$ cat src/rtl/instr_encoder_loader_pkg.sv
// Shared constants for the instruction encoder/loader: MIPS opcodes, request
// kind codes and the load-session FSM state type.
package instr_encoder_loader_pkg;

  localparam logic [5:0] OP_RTYPE = 6'b000000;
  localparam logic [5:0] OP_BEQ   = 6'b000100;
  localparam logic [5:0] OP_LW    = 6'b100011;
  localparam logic [5:0] OP_SW    = 6'b101011;
  localparam logic [5:0] OP_J     = 6'b000010;

  localparam logic [2:0] KIND_R   = 3'd0;
  localparam logic [2:0] KIND_BEQ = 3'd1;
  localparam logic [2:0] KIND_LW  = 3'd2;
  localparam logic [2:0] KIND_SW  = 3'd3;
  localparam logic [2:0] KIND_J   = 3'd4;

  typedef enum logic [1:0] {
    S_IDLE,
    S_ACCEPT,
    S_WRITE,
    S_DONE
  } state_e;

endpackage

$ cat src/rtl/instr_field_packer.sv
// Combinational packer: request kind plus instruction fields -> 32-bit MIPS
// word, with a legal flag that is low for kind codes 5..7.
module instr_field_packer
  import instr_encoder_loader_pkg::*;
(
  input  logic [2:0]  kind,
  input  logic [4:0]  rs,
  input  logic [4:0]  rt,
  input  logic [4:0]  rd,
  input  logic [4:0]  shamt,
  input  logic [5:0]  funct,
  input  logic [15:0] imm,
  input  logic [25:0] target,
  output logic [31:0] word,
  output logic        legal
);

  // NOTE: every output of an always_comb gets a default before the case so no
  // path leaves it unassigned; otherwise synthesis infers a latch.
  always_comb begin
    word  = '0;
    legal = 1'b1;
    case (kind)
      KIND_R:   word = {OP_RTYPE, rs, rt, rd, shamt, funct};
      KIND_BEQ: word = {OP_BEQ, rs, rt, imm};
      KIND_LW:  word = {OP_LW, rs, rt, imm};
      KIND_SW:  word = {OP_SW, rs, rt, imm};
      KIND_J:   word = {OP_J, target};
      default:  legal = 1'b0;
    endcase
  end

endmodule

$ cat src/rtl/instr_encoder_loader.sv
// Loads encoded MIPS instructions into instruction memory, one word per
// accepted request, stopping on the last request, an illegal kind or a full memory.
module instr_encoder_loader
  import instr_encoder_loader_pkg::*;
#(
  parameter int ADDR_W = 8
) (
  input  logic              clk,
  input  logic              reset,
  input  logic              start,
  input  logic              req_valid,
  output logic              req_ready,
  input  logic [2:0]        req_kind,
  input  logic [4:0]        req_rs,
  input  logic [4:0]        req_rt,
  input  logic [4:0]        req_rd,
  input  logic [4:0]        req_shamt,
  input  logic [5:0]        req_funct,
  input  logic [15:0]       req_imm,
  input  logic [25:0]       req_target,
  input  logic              req_last,
  output logic              imem_we,
  output logic [ADDR_W-1:0] imem_addr,
  output logic [31:0]       imem_wdata,
  output logic              busy,
  output logic              done,
  output logic              err,
  output logic [ADDR_W:0]   word_count
);

  localparam logic [ADDR_W-1:0] LAST_ADDR = '1;

  state_e            state, state_n;
  logic [ADDR_W-1:0] ptr;
  logic              last_q;
  logic [31:0]       word;
  logic              legal;
  logic              fire;
  logic              start_ok;
  logic              overflow;

  instr_field_packer u_packer (
    .kind   (req_kind),
    .rs     (req_rs),
    .rt     (req_rt),
    .rd     (req_rd),
    .shamt  (req_shamt),
    .funct  (req_funct),
    .imm    (req_imm),
    .target (req_target),
    .word   (word),
    .legal  (legal)
  );

  // req_ready is registered and high exactly while in ACCEPT.
  assign fire     = (state == S_ACCEPT) && req_valid && req_ready;
  assign start_ok = start && ((state == S_IDLE) || (state == S_DONE));
  // imem_addr holds the address being written during WRITE.
  assign overflow = (state == S_WRITE) && !last_q && (imem_addr == LAST_ADDR);

  always_comb begin
    state_n = state;
    case (state)
      S_IDLE:   if (start) state_n = S_ACCEPT;
      S_ACCEPT: if (fire) state_n = legal ? S_WRITE : S_DONE;
      S_WRITE:  state_n = (last_q || imem_addr == LAST_ADDR) ? S_DONE : S_ACCEPT;
      S_DONE:   if (start) state_n = S_ACCEPT;
      default:  state_n = S_IDLE;
    endcase
  end

  // NOTE: sequential state uses non-blocking assignments so every register
  // samples pre-edge values regardless of statement order.
  always_ff @(posedge clk) begin
    if (reset) begin
      state      <= S_IDLE;
      req_ready  <= 1'b0;
      imem_we    <= 1'b0;
      busy       <= 1'b0;
      done       <= 1'b0;
      err        <= 1'b0;
      imem_addr  <= '0;
      imem_wdata <= '0;
      word_count <= '0;
      ptr        <= '0;
      last_q     <= 1'b0;
    end else begin
      state     <= state_n;
      req_ready <= (state_n == S_ACCEPT);
      imem_we   <= (state_n == S_WRITE);
      busy      <= (state_n == S_ACCEPT) || (state_n == S_WRITE);
      done      <= (state_n == S_DONE);

      if (start_ok) begin
        ptr        <= '0;
        word_count <= '0;
        err        <= 1'b0;
      end

      if (fire) begin
        if (legal) begin
          imem_addr  <= ptr;
          imem_wdata <= word;
          last_q     <= req_last;
          ptr        <= ptr + 1'b1;
          word_count <= word_count + 1'b1;
        end else begin
          err <= 1'b1;
        end
      end

      if (overflow) err <= 1'b1;
    end
  end

endmodule

$ cat config.mk
export PLATFORM = sky130hd
export DESIGN_NAME = instr_encoder_loader
export DESIGN_NICKNAME = d
export VERILOG_FILES = /design/src/rtl/instr_encoder_loader_pkg.sv /design/src/rtl/instr_field_packer.sv /design/src/rtl/instr_encoder_loader.sv
export SDC_FILE = /design/constraint.sdc
export NUM_CORES = 1
export LEC_CHECK = 0
export CAP_MARGIN = 15
export CORE_ASPECT_RATIO = 1.25
export CORE_MARGIN = 4
export CORE_UTILIZATION = 30
export DETAILED_ROUTE_END_ITERATION = 10
export GPL_TIMING_DRIVEN = 0
export SYNTH_ARGS = -nofsm -noshare
export SYNTH_HDL_FRONTEND = slang
export SYNTH_SLANG_ARGS = --single-unit
export TNS_END_PERCENT = 1
$ cat constraint.sdc
create_clock -name clk -period 2.4 [get_ports clk]
set_clock_uncertainty 0.1 [all_clocks]
set_input_delay 0.48 -clock clk [delete_from_list [all_inputs] [get_ports clk]]
set_output_delay 0.48 -clock clk [all_outputs]
set_load 0.005 [all_outputs]
# After elaboration in Yosys (flattened, before gate mapping)
# Index checks and enable logic that the tools add are counted.
word_totals:
  regBits: 65
  ramBits: 0
  input_bits: 76
  memories: 0
  out_inout_bits: 54
  romBits: 0
  latch_bits: 0
classes:
  n_bitwise: 0
  eq_ne: 11
  n_mux: 17
  n_shift: 0
  n_lt_le_gt_ge: 0
  div_mod_pow: 0
  add_sub_neg: 2
  reduce_logical: 14
  mul: 0
ops:
  columns: ["cell", "n"]
  rows:
  - ["32-bit one-hot mux with 5 select lines", 1]
  - ["9-bit 2-to-1 mux", 3]
  - ["8-bit 2-to-1 mux", 3]
  - ["9-bit by 1-bit adder with 9-bit output, second input constant", 1]
  - ["8-bit by 1-bit adder with 8-bit output, second input constant", 1]
  - ["2-bit equality test, second input constant", 4]
  - ["8-bit equality test, second input constant", 1]
  - ["3-bit by 2-bit equality test with 1-bit output, second input constant", 2]
  - ["1-bit 2-to-1 mux", 6]
  - ["2-bit 2-to-1 mux", 3]
  - ["2-bit one-hot mux with 3 select lines", 1]
  - ["1-bit logical AND", 5]
  - ["5-bit OR reduction", 1]
  - ["2-bit by 1-bit equality test with 1-bit output, second input constant", 2]
  - ["3-bit by 1-bit equality test with 1-bit output, second input constant", 1]
  - ["3-bit equality test, second input constant", 1]
  - ["3-bit logical NOT", 1]
  - ["1-bit logical OR", 3]
  - ["2-bit logical NOT", 1]
  - ["2-bit AND reduction", 1]
  - ["2-bit OR reduction", 1]
  - ["1-bit logical NOT", 1]

# Longest topological paths before layout
# Gate-level depths: netlist (run 1).
depth:
  ltp_word: 8
  ltp_mapped: 9
  depth_no_buf: 8

# Hierarchy
# A second synthesis (run 1) with hierarchy kept.
unflattened:
  cells_unflattened: 414
  hier_area_um2: 3300.7
modules_own_cells:
  columns: ["mod", "area_per_inst_um2", "cells_each", "seq_area_each_um2", "instances"]
  rows:
  - ["instr_encoder_loader", 2625.0, 317, 1301.2, 1]
  - ["instr_field_packer", 675.6, 97, 0.0, 1]

# Least setup slack after synthesis (run 1)
# No wires, ideal clock.
synth_timing:
  path_kind: "register -> register"
  startpoint: "reg state[1]"
  endpoint: "reg busy"
  stages_incl_launch_ff: 9
  setup_slack_ns: 0.605
  t_arrival_ns: 1.569
  setup_ns: 0.126
  path_cell_list: "dfxtp_1 -> inv_1 -> ha_1 -> and3_1 -> buf_2 -> a311oi_1 -> inv_1 -> ha_1 -> nor2_1"
synth_between:
  elab_chain_cells: 7
  word_cells_on_any_way: 13
  classes_between: "eq/ne: 5; mux: 3; reduce/logical: 5"
synth_lines:
  columns: ["element", "line_no", "text"]
  rows:
  - ["from (decl)", "instr_encoder_loader.sv:33", "state_e state, state_n;"]
  - ["from (signal assigned)", "instr_encoder_loader.sv:88", "state <= state_n;"]
  - ["2-bit by 1-bit equality test with 1-bit output", "instr_encoder_loader.sv:56, instr_encoder_loader.sv:63", null]
  - ["1-bit logical AND (2 in series)", "instr_encoder_loader.sv:56", "assign fire = (state == S_ACCEPT) && req_valid && req_ready;"]
  - ["2-bit 2-to-1 mux", "instr_encoder_loader.sv:65", "S_ACCEPT: if (fire) state_n = legal ? S_WRITE : S_DONE;"]
  - ["2-bit one-hot mux with 3 select lines *", "instr_encoder_loader.sv:63", "case (state)"]
  - ["2-bit by 1-bit equality test with 1-bit output / 2-bit equality test (equally long branches)", "instr_encoder_loader.sv:91", "busy <= (state_n == S_ACCEPT) || (state_n == S_WRITE);"]
  - ["1-bit logical OR *", "instr_encoder_loader.sv:91", null]
  - ["to (signal assigned)", "instr_encoder_loader.sv:91", null]
  - ["to (decl)", "instr_encoder_loader.sv:25", "output logic busy,"]
# Mark *: on every way between the ends. The rest lies on a longest branch, timed or not.
# A chain may end at the register's enable or synchronous reset.

# Final worst setup path (run 1)
layout_timing:
  startpoint: "in req_kind[0]"
  endpoint: "reg done"
layout_between:
  elab_chain_cells: 7
  word_cells_on_any_way: 11
  classes_between: "eq/ne: 5; mux: 4; reduce/logical: 2"
layout_lines:
  columns: ["element", "line_no", "text"]
  rows:
  - ["from (decl)", "instr_encoder_loader.sv:13", "input logic [2:0] req_kind,"]
  - ["3-bit by 1-bit equality test with 1-bit output, or another cell as far along", "instr_field_packer.sv:23", "case (kind)"]
  - ["5-bit OR reduction (no line) *", null, null]
  - ["1-bit 2-to-1 mux *", "instr_field_packer.sv:23", null]
  - ["1-bit 2-to-1 mux *", "instr_encoder_loader.sv:65", null]
  - ["2-bit 2-to-1 mux *", "instr_encoder_loader.sv:65", null]
  - ["2-bit one-hot mux with 3 select lines *", "instr_encoder_loader.sv:63", null]
  - ["named net state_n[0]", "instr_encoder_loader.sv:33", null]
  - ["2-bit equality test *", "instr_encoder_loader.sv:92", "done <= (state_n == S_DONE);"]
  - ["to (signal assigned)", "instr_encoder_loader.sv:92", null]
  - ["to (decl)", "instr_encoder_loader.sv:26", "output logic done,"]
# Mark *: on every way through the listed nets, which the timed path passes. The rest lies on a longest branch.

==> flow_metrics.py, run 1 <==
metrics = {
    "setup_path": {
        "cp.required_ns": 2.49,
        "cp_max_fo": 9,
        "worstSetupEndpointType": "flip-flop",
        "start_kind": "input port",
        "crit_arrival_ns": 2.34,
        "crit_type": "input port to flip-flop",
    },
    "clocking": {
        "cts_buffer_depth": 2,
        "holdBufCountCts": 0,
        "cts_sinks": 63,
        "clock-root-buffer": "clkbuf_16",
        "post-cts-setup-buffers": 0,
        "clock_latency_ns": 0.32,
        "clk_pin_slew_worst_paths_ns": 0.06,
        "cts_buffers": 9,
        "cts-htree-levels": 3,
        "ctsResizeCount": 0,
        "tritoncts": "done",
    },
    "cells_and_area": {
        "nets": 564,
        "finalNonFillerCells": 612,
        "multiInputGateArea_um2": 1550,
        "syn_to_final_growth_pct": 57.9,
        "nFillCells": 951,
        "regArea_um2": 1260,
        "final_layout_size_suffix_gt1_share_pct": 11.1,
        "n_antenna_cell": 0,
    },
    "timing": {
        "finalCritPeriodShare_pct": 93.8,
        "worstMarginPinSlew_ns": 0.517,
        "fmax_mhz": 444,
        "finalHoldViolCount": 0,
        "setup_viol": 0,
        "layout_min_cycle_time_ns": 2.25,
        "slew_headroom_pct": 65.3,
        "tns_ns": 0,
        "grt_setup_unrepaired": "false",
        "worst_slack_ns": 0.148,
        "slew_viol_final": 0,
    },
    "synth": {
        "postSynthCellCount": 344,
        "synth_top_family_by_area": "compound AO/OA/AOI/OAI gates",
        "synth_area_leader_cell": "dfxtp_1",
        "synth_area_leaders": "dfxtp_1, a21oi_1, mux2_2",
        "synth-compound-area-share_pct": 26.3,
        "synth_edf_count": 0,
        "synth_nets": 427,
        "muxShareOfSynthArea_pct": 6.04,
        "synth_top_area_share_pct": 42.2,
        "yosys_register_bits": 63,
        "avgSynthCellArea_um2": 8.68,
        "synthFlopType": "dfxtp_1",
        "synth-xor-area-share_pct": 0,
        "synth_common_cells": "dfxtp_1, a21oi_1, nand2_1, nor2_1, o21ai_0",
        "synthSimpleGateAreaFrac_pct": 16.6,
        "synth.most_common_cell": "dfxtp_1",
        "ys.warnings.count": 0,
        "syn_area_um2": 2990,
        "ys_seq_area_share_pct": 42.2,
        "synth_fa_ha_area_share_pct": 2.93,
        "yosysUniqueCellTypes": 43,
        "async_flop_share_pct": 0,
    },
    "die": {
        "io_pins": 130,
        "chipWidth_um": 97.2,
        "core_area_um2": 9660,
        "initial_utilization_pct": 30.9,
        "dieHeight_um": 120,
        "die-area_um2": 11600,
        "rows": 40,
    },
    "global_routing": {
        "gr-usage-all-layers_pct": 17.5,
        "met2_usage_pct": 30.1,
        "top_usage_layer": "met2",
        "gr-usage-met3_pct": 4.83,
        "grt_pass1_vias": 3143,
        "gr-total-overflow": 0,
        "antenna_found_initial": 0,
        "grt_max_degree": 12,
        "globalRouteMet1Util_pct": 20.8,
        "grt_pass1_wl_um": 16300,
    },
    "placed_design": {
        "dp.cells": 596,
        "pre_cts_slack_ns": -0.188,
        "hpwl_um": 7800,
        "gp_congestion": 0.836,
        "io_buffers": 126,
    },
    "routing": {
        "ant_nets": 0,
        "wl_um": 10000,
        "drtIter0Drc": 104,
        "drtPass1Iterations": 4,
        "vias": 3084,
        "wl_per_cell_um": 16.3,
        "drc": 0,
        "viasPerCell": 5.04,
    },
    "pwr": {
        "power_leakage_nw": 1.70,
        "irDropWorstVdd_mv": 0.368,
        "powerDensity_nw_per_um2": 604,
    },
    "worst_hold_path": {
        "hold_path.class": "flip-flop to flip-flop",
    },
    "job": {
        "maxCapViolCount": 0,
    },
    "outcome": {
        "outcome": "finished clean",
    },
}
placed cells by master (no fill, tap or decap), drive strengths merged, types with 4 or more instances in the layout:
cell / synthesis / routed
a211oi: 6 / 6
a21oi: 47 / 47
a221oi: 11 / 11
a22oi: 16 / 16
and3: 4 / 4
buf: 18 / 18
clkbuf: 8 / 19
clkdlybuf4s50: 0 / 126
dfxtp: 63 / 63
ha: 7 / 7
inv: 8 / 8
mux2: 16 / 16
nand2: 29 / 29
nand3: 11 / 11
nand4: 4 / 4
nor2: 28 / 28
nor3: 20 / 20
o21ai: 25 / 25
layout make-up:
cell class / count / area share [%]
Tap cell: 126 / 3.34
Clock inverter: 5 / 1.19
Buffer: 26 / 3.03
Clock buffer: 11 / 5.36
Multi-Input combinational cell: 247 / 32.9
Timing Repair Buffer: 126 / 26.8
Inverter: 8 / 0.637
Sequential cell: 63 / 26.8
critical path: stages:
cell	delay, ns
clkdlybuf4s50_1	0.57
o21ai_1	0.32
nand2_2	0.23
a21oi_1	0.31
inv_1	0.11
ha_1	0.20
nor2b_1	0.12
kinds of logic after synthesis:
| logic type | Yosys count |
|---|---|
| AOI/OAI and AO/OA | 121 |
| adders and majority gates | 7 |
| buffers and inverters | 34 |
| DFF | 63 |
| muxes | 16 |
| other | 1 |
| and+or+nand+nor | 102 |
final timing paths:
check | from | to | slack, ns | cells past startpoint
max | req_kind[0] | done$_SDFF_PP0_ | 0.15 | 7
min reg2reg | ptr[7]$_SDFF_PP0_ | imem_addr[7]$_SDFFE_PP0P_ | 0.37 | 2
min | ptr[7]$_SDFF_PP0_ | imem_addr[7]$_SDFFE_PP0P_ | 0.37 | 2
max reg2reg | state[1]$_SDFF_PP0_ | done$_SDFF_PP0_ | 0.25 | 9
sequential cells by signal, summed over array words and instances (netlist names), 2 cells and up:
signal	flops
state	2
imem_wdata	30
word_count	9
ptr	8
imem_addr	8
through the flow:
stage / hold WS [ns] / utilization, % / power (mW) / cell area (µm²)
floorplan: 0.345 / - / 1.32 / 2990
global placement: 0.357 / 45.6 / 1.55 / 4400
detailed placement: 0.367 / 45.6 / 1.56 / 4400
CTS: 0.375 / 48.8 / 2.89 / 4710
global route: 0.404 / 48.8 / 2.99 / 4710
finish: 0.373 / 48.8 / 2.85 / 4710
power by group:
group | switching [mW] | internal, mW | leakage [nW]
clock | 0.460 | 0.857 | 0.152
sequential | 0.0180 | 1.08 | 0.508
combinational | 0.195 | 0.237 | 1.04
total | 0.673 | 2.17 | 1.70
metal layers:
| layer | wire length (µm) | share of wire (%) |
|---|---|---|
| met5 | 0 | 0 |
| met2 | 4890 | 49 |
| met3 | 662 | 6.6 |
| met4 | 153 | 1.5 |
| met1 | 4300 | 43 |
No activity file was read; power rests on OpenSTA's default activity.
==> run 2, diff against run 1 <==
==> constraint.sdc (replaced) <==
create_clock -name clk -period 2.4 [get_ports clk]
set_clock_uncertainty 0.1 [all_clocks]
set_input_delay 0.48 -clock clk [delete_from_list [all_inputs] [get_ports clk]]
set_output_delay 0.48 -clock clk [all_outputs]
set_load 0.01 [all_outputs]
==> results of run 2 <==
The final DEF is identical to that of run 1. Status: finished clean.
Main changes from that run: total power 2.85 mW -> 2.86 mW
